`src/rtl/melody_seq.sv`:
```
// Tone sequencer for the square-wave beeper. It steps a fixed 16-entry note ROM and
// drives a half-period compare value and tone enable, with a silent gap after each note.
module melody_seq #(
    parameter int unsigned CLK_FREQ    = 50_000_000,
    parameter int unsigned BEAT_CYCLES = 12_500_000,
    parameter int unsigned GAP_CYCLES  = 1_250_000
) (
    input  logic        clk,
    input  logic        rst,
    input  logic        start,
    input  logic        stop,
    input  logic        loop,
    output logic [31:0] half_period,
    output logic        tone_en,
    output logic [3:0]  note_idx,
    output logic        busy,
    output logic        done
);

    typedef enum logic [1:0] {
        IDLE,
        NOTE,
        GAP
    } state_e;

    localparam bit          HAS_GAP  = (GAP_CYCLES != 0);
    localparam logic [3:0]  LAST_IDX = 4'd15;

    // Downstream toggles each time its counter passes the compare value, hence /2-1.
    localparam logic [31:0] HP_T1 = 32'(CLK_FREQ / 32'd262 / 32'd2 - 32'd1);
    localparam logic [31:0] HP_T2 = 32'(CLK_FREQ / 32'd294 / 32'd2 - 32'd1);
    localparam logic [31:0] HP_T3 = 32'(CLK_FREQ / 32'd330 / 32'd2 - 32'd1);
    localparam logic [31:0] HP_T4 = 32'(CLK_FREQ / 32'd349 / 32'd2 - 32'd1);
    localparam logic [31:0] HP_T5 = 32'(CLK_FREQ / 32'd392 / 32'd2 - 32'd1);
    localparam logic [31:0] HP_T6 = 32'(CLK_FREQ / 32'd440 / 32'd2 - 32'd1);
    localparam logic [31:0] HP_T7 = 32'(CLK_FREQ / 32'd494 / 32'd2 - 32'd1);

    // ROM entry layout: {tone[3:0], dur[2:0]}; tone 0 is a rest.
    function automatic logic [6:0] rom_entry(input logic [3:0] idx);
        logic [6:0] e;
        case (idx)
            4'd0:    e = {4'd1, 3'd1};
            4'd1:    e = {4'd2, 3'd1};
            4'd2:    e = {4'd3, 3'd1};
            4'd3:    e = {4'd4, 3'd1};
            4'd4:    e = {4'd5, 3'd1};
            4'd5:    e = {4'd6, 3'd1};
            4'd6:    e = {4'd7, 3'd1};
            4'd7:    e = {4'd0, 3'd2};
            4'd8:    e = {4'd7, 3'd1};
            4'd9:    e = {4'd6, 3'd1};
            4'd10:   e = {4'd5, 3'd1};
            4'd11:   e = {4'd4, 3'd1};
            4'd12:   e = {4'd3, 3'd1};
            4'd13:   e = {4'd2, 3'd1};
            4'd14:   e = {4'd1, 3'd1};
            default: e = {4'd0, 3'd4};
        endcase
        return e;
    endfunction

    function automatic logic [31:0] tone_hp(input logic [3:0] tone);
        logic [31:0] hp;
        case (tone)
            4'd1:    hp = HP_T1;
            4'd2:    hp = HP_T2;
            4'd3:    hp = HP_T3;
            4'd4:    hp = HP_T4;
            4'd5:    hp = HP_T5;
            4'd6:    hp = HP_T6;
            4'd7:    hp = HP_T7;
            default: hp = 32'd0;
        endcase
        return hp;
    endfunction

    function automatic logic [31:0] note_cycles(input logic [2:0] dur);
        return 32'(dur) * BEAT_CYCLES - GAP_CYCLES;
    endfunction

    state_e      state_q, state_d;
    logic [31:0] cnt_q, cnt_d;
    logic [3:0]  note_idx_q, note_idx_d;
    logic [31:0] half_period_q, half_period_d;
    logic        tone_en_q, tone_en_d;
    logic        busy_q, busy_d;
    logic        done_q, done_d;

    logic [6:0]  cur_entry;
    logic [6:0]  next_entry;
    logic [3:0]  next_idx;
    logic [3:0]  next_tone;
    logic        end_entry;
    logic        load_note;
    logic        go_idle;

    assign cur_entry = rom_entry(note_idx_q);

    // NOTE: every signal written here gets a default first, so no path can infer a latch.
    always_comb begin
        state_d       = state_q;
        cnt_d         = (state_q == IDLE) ? 32'd0 : cnt_q + 32'd1;
        note_idx_d    = note_idx_q;
        half_period_d = half_period_q;
        tone_en_d     = tone_en_q;
        busy_d        = busy_q;
        done_d        = 1'b0;
        end_entry     = 1'b0;
        load_note     = 1'b0;
        go_idle       = 1'b0;
        next_idx      = note_idx_q + 4'd1;

        case (state_q)
            IDLE: begin
                if (start) begin
                    load_note = 1'b1;
                    next_idx  = 4'd0;
                end
            end
            NOTE: begin
                if (cnt_q == note_cycles(cur_entry[2:0]) - 32'd1) begin
                    if (HAS_GAP) begin
                        state_d   = GAP;
                        cnt_d     = 32'd0;
                        tone_en_d = 1'b0;
                    end else begin
                        end_entry = 1'b1;
                    end
                end
            end
            GAP: begin
                if (cnt_q == GAP_CYCLES - 32'd1) begin
                    end_entry = 1'b1;
                end
            end
            default: go_idle = 1'b1;
        endcase

        // Loop is looked at only here, at the close of the final entry.
        if (end_entry) begin
            if (note_idx_q != LAST_IDX) begin
                load_note = 1'b1;
            end else if (loop) begin
                load_note = 1'b1;
                next_idx  = 4'd0;
            end else begin
                go_idle = 1'b1;
                done_d  = 1'b1;
            end
        end

        next_entry = rom_entry(next_idx);
        next_tone  = next_entry[6:3];

        if (load_note) begin
            state_d       = NOTE;
            cnt_d         = 32'd0;
            note_idx_d    = next_idx;
            tone_en_d     = (next_tone != 4'd0);
            half_period_d = tone_hp(next_tone);
            busy_d        = 1'b1;
        end

        // Stop overrides everything, including a same-cycle start or tune end.
        if (stop) begin
            go_idle = 1'b1;
            done_d  = 1'b0;
        end

        if (go_idle) begin
            state_d       = IDLE;
            cnt_d         = 32'd0;
            note_idx_d    = 4'd0;
            half_period_d = 32'd0;
            tone_en_d     = 1'b0;
            busy_d        = 1'b0;
        end
    end

    // NOTE: sequential state uses non-blocking assignments so all flops update together.
    always_ff @(posedge clk or posedge rst) begin
        if (rst) begin
            state_q       <= IDLE;
            cnt_q         <= 32'd0;
            note_idx_q    <= 4'd0;
            half_period_q <= 32'd0;
            tone_en_q     <= 1'b0;
            busy_q        <= 1'b0;
            done_q        <= 1'b0;
        end else begin
            state_q       <= state_d;
            cnt_q         <= cnt_d;
            note_idx_q    <= note_idx_d;
            half_period_q <= half_period_d;
            tone_en_q     <= tone_en_d;
            busy_q        <= busy_d;
            done_q        <= done_d;
        end
    end

    assign half_period = half_period_q;
    assign tone_en     = tone_en_q;
    assign note_idx    = note_idx_q;
    assign busy        = busy_q;
    assign done        = done_q;

endmodule

```
`config.mk`:
```
export PLATFORM = sky130hd
export DESIGN_NAME = melody_seq
export DESIGN_NICKNAME = d
export VERILOG_FILES = /design/src/rtl/melody_seq.sv
export SDC_FILE = /design/constraint.sdc
export NUM_CORES = 1
export LEC_CHECK = 0
export ABC_CLOCK_PERIOD_IN_PS = 9550
export BUFFER_PORTS_ARGS = -buffer_cell sky130_fd_sc_hd__buf_2
export CORE_ASPECT_RATIO = 1.4
export CORE_MARGIN = 4
export CORE_UTILIZATION = 25
export CTS_CLUSTER_SIZE = 24
export DETAILED_ROUTE_END_ITERATION = 6
export PLACE_DENSITY = 0.45
export RECOVER_POWER = 25
export SLEW_MARGIN = 20
export SYNTH_ARGS = -nofsm -noshare
export SYNTH_HDL_FRONTEND = slang
export SYNTH_SLANG_ARGS = --single-unit
```
`constraint.sdc`:
```
create_clock -name clk -period 9.55 [get_ports clk]
set_clock_uncertainty 0.15 [all_clocks]
set_input_delay 0.955 -clock clk [delete_from_list [all_inputs] [get_ports clk]]
set_output_delay 0.955 -clock clk [all_outputs]
set_load 0.02 [all_outputs]
```
== Word level (Yosys, flattened, before mapping) ==
Memory sizes are Yosys's and may differ from the RTL's.
Index checks and enable logic that the tools add are counted.
Word-level totals
  word-level logic and storage cells: 74
  output and inout port bits: 39
  ROM bits: 192
  flip-flop bits (word level): 73
  input bits: 5
  memories kept: 2
Operators by class
  muxes and demuxes: 41
  reduce and logical (&&, ||, !) cells: 7
  $mul: 1
  equal/unequal tests: 12
  add/subtract/negate cells: 4
Memory list
  (name not given): depth 16, width 6, read ports 1, clocked after Yosys merged registers in 0, wr ports 0, line 41  | case (idx)
  (name not given): depth 16, width 6, read ports 1, clocked after Yosys merged registers in 0, wr ports 0, line 41
Operators by type and width (number)
  $mux 32: 7
  $pmux 17 s7: 1
  $add 32x1->32 const B: 1
  $eq 32x21->1 const B: 1
  $eq 32x32->1: 1
  $sub 28x2->29 const B: 1
  $mux 4: 7
  $sub 27x21->28 const B: 1
  $mul 3x19->22 const B: 1
  $mux 1: 22
  $eq 4x3->1 const B: 4
  $eq 4x2->1 const B: 2
  $mux 2: 4
  $reduce_bool 3->1: 2
  $add 4x1->4 const B: 1
  $eq 4x1->1 const B: 1
  $ne 4x4->1 const B: 1
  $reduce_bool 4->1: 1
  $reduce_or 3->1: 1
  $eq 2x1->1 const B: 1
  $eq 2x2->1 const B: 1
  $logic_not 2->1: 1
  $reduce_and 2->1: 1
  $reduce_bool 2->1: 1

== Depth between registers and ports, before layout ==
An unclocked memory read counts as a cell.
  word-level depth: 11
  mapped depth: 21
  depth with buffers taken out: 19

== Worst setup path after synthesis ==
No wires, ideal clock.
  path kind: register -> register
  from: register note_idx_q[0], in the netlist note_idx[0]
  to: register cnt_q[10]
  path buffers: 2
  data required time: 9.258 ns
  arrival time: 5.029 ns
  setup slack: 4.229 ns
  clock period less this slack: 5.321 ns
  setup time: 0.142 ns
  stages on the path, launching flop included: 22
  path through: dfrtp_1 ha_1 ha_1 buf_4 inv_2 nor2_2 fa_1 inv_1 ha_1 inv_1 fa_1 nand2b_1 a21oi_1 mux2_2 nor3_1 mux2_2 nand3_1 xnor2_4 nand4bb_4 nor4_4 buf_6 nor3_2
On the way
  cells in the longest elaborated chain, start to end: 9
  elaborated cells between the ends (all ways): 15
  classes of those cells: 2 x add/sub; 1 x mul; 2 x eq/ne; 9 x mux; 1 x memory
RTL lines
  start, declared: line 83  | logic [3:0] note_idx_q, note_idx_d;
  start signal, assigned: line 193  | note_idx_q <= note_idx_d;
  $mem_v2 16x6
  $mul 3x19->22: line 78  | return 32'(dur) * BEAT_CYCLES - GAP_CYCLES;
  $sub 27x21->28: line 78
  $sub 28x2->29: line 121  | if (cnt_q == note_cycles(cur_entry[2:0]) - 32'd1) begin
  $eq 32x32->1: line 121
  $mux 32: line 121
  $mux 32: line 113  | case (state_q)
  $mux 32: line 155  | if (load_note) begin
  $mux 32 *: line 170  | if (go_idle) begin
  net cnt_d[10]: line 82  | logic [31:0] cnt_q, cnt_d;
  end signal, assigned: line 192  | cnt_q <= cnt_d;
  end, declared: line 82
The timed path passes the listed nets; every way through them passes the cells marked *.
A chain may end at the register's enable or synchronous reset.

== Worst setup path in the final report ==
  from: register note_idx_q[0], in the netlist note_idx[0]
  to: register cnt_q[15]
The elaborated chain is that of the path after synthesis.

==> results.toml <==
[floorplan]
fp-row-count = 59
dieArea_um2 = 21100
io_pins = 44
die_height_um = 170
start_util_pct = 25.4
coreArea_um2 = 18500
die_x_um = 124

[sta]
hold_violations = 0
worstMarginPinSlew_ns = 3.21
grt_setup_unrepaired = "no"
finalSetupTns_ns = 0
maxSlewViolCount = 58
setup_violations = 0
timing.final.crit_share_pct = 65.7
slew_headroom_pct = -114
min_period_ns = 6.27
max_freq_mhz = 159

[status]
outcome = "finished with violations"
violations = "capacitance limit, slew limit"

[final_layout]
area_growth_pct = 12.5
drive_gt1_share_pct = 19.5
layout_common_cells = "dfrtp_1 (57), nand2_1 (53), xor2_1 (33), nor2_1 (31), nor3_2 (30)"
regArea_um2 = 1430
layout_commonest_cell = "dfrtp_1"
fillers = 1968
antenna_cells = 0
nNetsFinal = 567
instances_no_fill = 788
multi_input_area_um2 = 3010

[placed_design]
dp.cells = 772
place_congestion = 0.803
portBuffers = 28
dp_hpwl_um = 9120

[global_routing]
grt_util_met2_pct = 21.2
gr-total-overflow = 0
grt_max_degree = 58
grt_util_met1_pct = 13.9
grt_pass1_wl_um = 20200
global_route.usage.met3_pct = 1.93
grtUsageTotal_pct = 12.0
gr-max-usage-layer = "met2"
antenna_found_initial = 0
first_global_vias = 3902

[setup_path]
startpoint_type = "register"
crit_start = "note_idx[0]"
reg2reg_depth = 20
worstPathMaxFanout = 30
reg2reg_to = "cnt_q[15]"
crit_arrival_ns = 6.31
end_kind = "register"
r2r_start = "note_idx[0]"
crit_path_end = "cnt_q[15]"
required_ns = 9.59
r2r_slack_ns = 3.28
crit_type = "reg -> reg"

[cts]
root_buffer = "clkbuf_16"
htreeDepth = 3
numCtsBuffers = 9
tritoncts = "yes"
hold_buffers = 0
cts_buffer_depth = 2
cts-resized-gates = 0
clkTransAtPathRegs_ns = 0.06
clkLatencyLatePin_ns = 0.33
cts.sinks = 57
postCtsSetupRepairBufs = 0

[pwr]
p_per_area_nw_per_um2 = 126
peakVddDrop_uv = 136
power.leakage_nw = 2.20

[logic_synthesis]
synth_seq_area_share_pct = 30.3
syn_avg_cell_area_um2 = 9.07
ys_async_sr_fraction_pct = 100
ys_seq_elements = 57
synth_edf_count = 0
ys_types = 72
netlist_instances = 519
yosys_warnings = 0
synth_ff_type = "dfrtp_1"
synth_area_um2 = 4710

[run]
cap_viol_max_count = 1

[routing]
first_pass_iters = 4
vias = 3911
wire_per_inst_um = 15.6
postRouteAntennaNets = 0
drc = 0
drtIter0Drc = 175
via_per_inst = 4.96
wirelength_um = 12300

[worst_hold_path]
hold_path.class = "reg -> reg"
## power by group
group          total [mW]  internal [mW]  leakage (nW)  switching (mW)
registers           0.254          0.249         0.785         0.00534
clock network       0.354          0.231         0.157           0.123
logic              0.0617         0.0163          1.25          0.0454
total               0.669          0.496          2.20           0.174
## metrics by stage
stage               hold slack (ns)  total power, mW  utilization (%)  setup slack, ns  cell area, um^2
floorplan                     0.298            0.307                -             4.23             4760
global placement              0.303            0.320             26.8             3.52             4970
detailed placement            0.319            0.321             26.8             3.29             4970
CTS                           0.335            0.679             28.6             3.26             5300
global route                  0.357            0.697             28.6             2.77             5300
finish                        0.328            0.669             28.6             3.28             5300
## final cells by class
cell class              instances  area share, %
multi-input cells             422           56.8
flip-flops and latches         57           26.9
inverters                      17           1.20
repair buffers                 32           3.14
clock inverters                 7           1.94
clock buffers                   9           4.25
well taps                     244           5.76
## sequential cells by signal, summed over array words and instances (netlist names)
signal	cells
cnt_q	32
busy	1
half_period	16
done	1
tone_en	1
state_q	2
note_idx	4
## metal layers
layer	share of wire, %	vias to the layer above
met1	41	1884
met2	52	115
li1	-	1879
met4	3.6	0
met3	3.5	33
met5	0	-
## worst min-delay path by stage
stage                    start         endpoint  cells past startpoint
2_1_floorplan         cnt_q[0]         cnt_q[0]                      1
3_3_place_gp   half_period[13]  half_period[13]                      2
3_5_place_dp    half_period[6]   half_period[6]                      1
4_1_cts         half_period[6]   half_period[6]                      1
5_1_grt               cnt_q[0]         cnt_q[0]                      1
6_report        half_period[7]   half_period[7]                      2
## worst max-delay path, stage by stage, from the launching register on
cell and delay (ns):
dfrtp_1 0.44, ha_1 0.24, ha_1 0.52, inv_2 0.16, nor2_2 0.41, fa_1 0.54, inv_1 0.11, ha_1 0.21
inv_1 0.08, fa_1 0.49, nand2b_1 0.21, a21oi_1 0.21, mux2_2 0.40, nor3_1 0.40, mux2_2 0.27, nand3_1 0.18
xnor2_4 0.24, nand4bb_4 0.13, nor4_4 0.14, buf_4 0.48, nor3_2 0.10
## synthesized netlist by cell type, types with 5 or more instances
cell type | n | area [um^2]
and3_1 | 7 | 43.8
nand3_1 | 22 | 110
nor3_2 | 29 | 290
clkbuf_1 | 8 | 30.0
inv_1 | 14 | 52.6
nor4_1 | 10 | 62.6
a21oi_1 | 24 | 120
a21o_1 | 7 | 52.6
xnor2_1 | 29 | 254
buf_4 | 19 | 143
nor3_1 | 13 | 65.1
nand2b_1 | 5 | 31.3
nand2_1 | 53 | 199
dfrtp_1 | 57 | 1430
nand4_1 | 12 | 75.1
buf_6 | 5 | 56.3
ha_1 | 20 | 250
o21ai_0 | 20 | 100
xor2_1 | 33 | 289
nor2_1 | 31 | 116
## logic make-up (layout without fill, tap and decap cells)
| group | Yosys count | in the layout | share of synthesized area (%) |
|---|---|---|---|
| other | 1 | 15 | 0.0796 |
| AND/OR/NAND/NOR | 227 | 227 | 29.5 |
| multiplexers | 6 | 6 | 1.38 |
| buffers and inverters | 54 | 65 | 7.31 |
| XOR/XNOR | 64 | 64 | 12.7 |
| AO/OA/AOI/OAI | 87 | 87 | 12.1 |
| flip-flops | 57 | 57 | 30.3 |
| adder cells (fa/ha/maj) | 23 | 23 | 6.59 |
Power figures use the tool's default switching activity.
